[src/rtl/score_board.sv]
// N-player score keeper: counts one point per rising win edge, latches the match
// winner at MAX_SCORE, freezes play and blinks the winner's active-low digit.

module score_board_digit #(
  parameter int SCORE_W = 3
) (
  input  logic [SCORE_W-1:0] value,
  input  logic               blank,
  output logic [6:0]         hex
);
  logic [3:0] v;
  logic [6:0] seg;

  assign v = 4'(value);

  always_comb begin
    seg = 7'b1000000;
    case (v)
      4'h0: seg = 7'b1000000;
      4'h1: seg = 7'b1111001;
      4'h2: seg = 7'b0100100;
      4'h3: seg = 7'b0110000;
      4'h4: seg = 7'b0011001;
      4'h5: seg = 7'b0010010;
      4'h6: seg = 7'b0000010;
      4'h7: seg = 7'b1111000;
      4'h8: seg = 7'b0000000;
      4'h9: seg = 7'b0010000;
      4'hA: seg = 7'b0001000;
      4'hB: seg = 7'b0000011;
      4'hC: seg = 7'b1000110;
      4'hD: seg = 7'b0100001;
      4'hE: seg = 7'b0000110;
      4'hF: seg = 7'b0001110;
      default: seg = 7'b1000000;
    endcase
  end

  assign hex = blank ? 7'b1111111 : seg;
endmodule

module score_board #(
  parameter  int NUM_PLAYERS  = 2,
  parameter  int SCORE_W      = 3,
  parameter  int MAX_SCORE    = 7,
  parameter  int BLINK_CYCLES = 25_000_000,
  localparam int WID          = (NUM_PLAYERS > 2) ? $clog2(NUM_PLAYERS) : 1
) (
  input  logic                           clk,
  input  logic                           reset,
  input  logic                           new_game,
  input  logic [NUM_PLAYERS-1:0]         win,
  output logic [NUM_PLAYERS*SCORE_W-1:0] score,
  output logic [NUM_PLAYERS*7-1:0]       HEX,
  output logic                           game_over,
  output logic [WID-1:0]                 winner,
  output logic                           point
);
  localparam int CW = (BLINK_CYCLES > 1) ? $clog2(BLINK_CYCLES) : 1;

  typedef enum logic {PLAY, OVER} state_t;
  state_t state, state_n;

  logic [NUM_PLAYERS-1:0]              win_q, rise;
  logic [NUM_PLAYERS-1:0][SCORE_W-1:0] sc;
  logic [WID-1:0]                      pidx;
  logic [3:0]                          nhits;
  logic                                accept, hit_max, phase;
  logic [CW-1:0]                       bcnt;

  assign rise = win & ~win_q;

  // Tie rounds (two or more simultaneous edges) score nobody.
  always_comb begin
    pidx  = '0;
    nhits = '0;
    for (int i = 0; i < NUM_PLAYERS; i++) begin
      if (rise[i]) begin
        pidx  = WID'(i);
        nhits = nhits + 4'd1;
      end
    end
  end

  assign accept  = (state == PLAY) && (nhits == 4'd1) && !new_game;
  assign hit_max = (sc[pidx] + SCORE_W'(1)) == SCORE_W'(MAX_SCORE);

  always_ff @(posedge clk) begin
    if (reset) state <= PLAY;
    else       state <= state_n;
  end

  always_comb begin
    state_n = state;
    case (state)
      PLAY:    if (accept && hit_max) state_n = OVER;
      OVER:    state_n = OVER;
      default: state_n = PLAY;
    endcase
    if (new_game) state_n = PLAY;
  end

  always_ff @(posedge clk) begin
    if (reset) begin
      win_q  <= '1;
      sc     <= '0;
      point  <= 1'b0;
      winner <= '0;
      bcnt   <= '0;
      phase  <= 1'b0;
    end else begin
      win_q <= win;
      point <= accept;
      if (new_game) begin
        sc     <= '0;
        winner <= '0;
        bcnt   <= '0;
        phase  <= 1'b0;
      end else if (accept) begin
        sc[pidx] <= sc[pidx] + SCORE_W'(1);
        if (hit_max) begin
          winner <= pidx;
          bcnt   <= '0;
          phase  <= 1'b0;
        end
      end else if (state == OVER) begin
        if (bcnt == CW'(BLINK_CYCLES - 1)) begin
          bcnt  <= '0;
          phase <= ~phase;
        end else begin
          bcnt <= bcnt + CW'(1);
        end
      end
    end
  end

  assign score     = sc;
  assign game_over = (state == OVER);

  for (genvar g = 0; g < NUM_PLAYERS; g++) begin : g_dig
    score_board_digit #(.SCORE_W(SCORE_W)) u_dig (
      .value (sc[g]),
      .blank (game_over && phase && (winner == WID'(g))),
      .hex   (HEX[g*7 +: 7])
    );
  end
endmodule

[config.mk]
export PLATFORM = sky130hd
export DESIGN_NAME = score_board
export DESIGN_NICKNAME = d
export VERILOG_FILES = /design/src/rtl/score_board.sv
export SDC_FILE = /design/constraint.sdc
export NUM_CORES = 1
export LEC_CHECK = 0
export CORE_MARGIN = 4
export CORE_UTILIZATION = 39
export DETAILED_ROUTE_END_ITERATION = 6
export PLACE_DENSITY = 0.67
export REMOVE_ABC_BUFFERS = 1
export SLEW_MARGIN = 20
export SYNTH_ARGS = -nofsm -noshare
export SYNTH_HDL_FRONTEND = slang
export SYNTH_SLANG_ARGS = --single-unit
[constraint.sdc]
create_clock -name clk -period 3.2 [get_ports clk]
set_clock_uncertainty 0.15 [all_clocks]
set_input_delay 0.32 -clock clk [delete_from_list [all_inputs] [get_ports clk]]
set_output_delay 0.32 -clock clk [all_outputs]
set_load 0.02 [all_outputs]
==> results.md <==
* Status: complete, no violations
* Mapped cell area at 2750 um2
* IO Port Bufs at 27
* Yosys reg bits at 51
* Slew HR at 0.608
* Clk buf depth at 2
* Data required time at the worst endpoint at 2730 ps
* Root buffer cell: clkbuf_8
* Register area share after synthesis at 0.371
* Final Critical Period at 2630 ps
* Initial Util at 0.403
* Post-synth cell types at 61
* EDFF count, synth at 0
* Max-Cap Viols at 0
* Asr flop ratio synth at 0
* Num CTS Buffers at 5
* Cts hold-fix bufs at 0
* Detailed Routing Iterations Pass 1 at 4
* Most instantiated cells after synthesis: dfxtp_1 (51), nor2_1 (29), nand2_1 (22), nand2b_1 (18), inv_1 (17)
* DRC errors left at 0
* Fmax achieved at 0.380 GHz
* Global-route wire length before repair at 10,400 um
* Antenna violations before repair at 0
* Switch Pwr at 254 uW
* CTS tree: done
* Routability cong. at 0.851
* Syn avg cell area at 8.88 um2
* Syn Inst Count at 310
* Antenna viol nets, final at 0
* # setup viols final at 0
* Critical Path Start Type: flop
* Worst-margin pin slew at 586 ps
* Seq pwr share at 0.519
* Via density at 5.23
* Synth area leader: dfxtp_1
* Crit path max fanout at 10
* Post-synth top area share at 0.371
* Die H at 92.0 um
* Top-count cell post-synth: dfxtp_1
* Setup TNS after final layout at 0 ps
* Final Max Tran Viols at 0
* Critical Path AT at 2160 ps
* HPWL after DPL at 4430 um
* Worst-Skew Late Latency at 310 ps
* Min Hold Slack at 337 ps
* Clock power share at 0.429
* Vias in the first global route at 2,196
* Sw Share at 0.206
* Final WS setup at 571 ps
* Total core area at 6830 um2
* PD cells at 376 nW/um2
* Routed length per instance at 13.8 um
* Routed vias at 2,303
* Leakage at 1.33 nW
* Synth warn at 0
* PostCTS Resize Cnt at 0
* Die area at 8470 um2
* Final net count at 361
* Pre-CTS setup slack at 283 ps
* Drt initial violations at 125
* Period utilization at 0.821
* Gate power share at 0.052
* Multi-input gate area at 1610 um2
* Setup repair bufs after CTS at 0
* Final wirelength at 6060 um
* Synth area leaders: dfxtp_1 (37%), ha_1 (5.9%), nand2b_1 (4.1%)
* Largest net degree at the start of global routing at 16
* Sink Count at 51
* Fraction of layout cells with a size suffix above 1 at 0.131
* P_int at 978 uW
* Grt total ovfl at 0
* Crit path kind: reg -> out
* Die width at 92.0 um
* Area grow syn2layout at 19.1%
* Diode count at 0
* Main flop type after synthesis: dfxtp_1
* Endpoints failing hold at 0
* Fillcell total at 679
* Rows at 30
* Unrepaired setup endpoints after global routing: false
* Worst vdd ir at 0.189 mV
* Clock-pin slew of the registers on the worst-case setup and hold paths at 90 ps
* Crit end category: primary output
* R2r setup slk at 720 ps
* Gr usage total at 0.147
* Number of H-tree levels at 2
* Finished Core Util at 0.480
* Worst Hold Class: reg -> reg
* Sequential cell area at 1020 um2
* I/O pins at 28
-- cells by family after synthesis --
family                     after synthesis  share of synthesized area
AOI/OAI and AO/OA                       71                      0.195
xor gates and xnor gates                 6                     0.0259
adders and majority gates               13                     0.0591
buffers and inverters                   27                     0.0463
DFF                                     51                      0.371
muxes                                   11                     0.0468
and+or+nand+nor                        131                      0.256
-- sequential cells by signal, summed over array words and instances (netlist names) --
register         cells
bcnt                25
g_dig.u_dig.seg     14
score                6
win_q                2
game_over            1
phase                1
point                1
winner               1
-- per-layer routing --
layer | GRT usage | part of all wire
met5 | 0 | 0
met3 | 0.0353 | 0.035
met4 | 0.0371 | 0.0086
met1 | 0.195 | 0.49
met2 | 0.242 | 0.46
-- per-stage QoR --
stage / instances / area, um2 / total power, mW
finish: 440 / 3280 / 1.23
global route: 440 / 3280 / 1.28
CTS: 440 / 3280 / 1.25
detailed placement: 432 / 3150 / 0.719
global placement: 432 / 3150 / 0.718
floorplan: 300 / 2690 / 0.691
-- placed cells by master (no fill, tap or decap), types with 3 or more instances in the layout --
| master | n |
|---|---|
| nand4b_1 | 3 |
| mux2_2 | 4 |
| xor2_1 | 3 |
| nand2b_1 | 18 |
| nor4_1 | 3 |
| nor2_1 | 29 |
| ha_1 | 13 |
| clkdlybuf4s50_1 | 27 |
| dfxtp_1 | 51 |
| and3_1 | 9 |
| nor3_1 | 9 |
| o21ai_2 | 10 |
| nand3_1 | 15 |
| nand2_1 | 22 |
| or2_2 | 4 |
| clkbuf_8 | 5 |
| a21oi_1 | 10 |
| nand4_1 | 5 |
| mux2i_1 | 5 |
| a31oi_1 | 3 |
| inv_1 | 17 |
| and2_1 | 3 |
| o31ai_1 | 5 |
| buf_4 | 9 |
| o21ai_0 | 16 |
-- critical path: stages (launching register included) --
cell and delay (ps):
dfxtp_1 530, buf_4 270, nand3_1 270, nand2b_1 160
clkdlybuf4s50_1 620
-- path summary, 6_finish.rpt --
kind | to | cells after the start | start
max reg2reg | g_dig[1].u_dig.seg[4] | 10 | win_q[1]
max | HEX[9] | 4 | game_over
min reg2reg | bcnt[13] | 1 | bcnt[13]
min | bcnt[13] | 1 | bcnt[13]
-- power by group through the flow --
stage                     clock network, mW  registers, mW  logic [mW]
after floorplan                           0          0.655      0.0357
after global placement                    0          0.655      0.0638
after detailed placement                  0          0.655      0.0644
after CTS                             0.541          0.640      0.0645
after global routing                  0.568          0.641      0.0703
final                                 0.528          0.640      0.0645
-- final cells by class --
cell class | count | area share
tap | 96 | 0.0366
clock buffer | 6 | 0.0221
sequential | 51 | 0.311
clock inverter | 2 | 0.0183
timing repair buffer | 36 | 0.103
multi-input combinational | 232 | 0.489
inverter | 17 | 0.0195
Note: power is estimated with default switching activity, not from simulation.
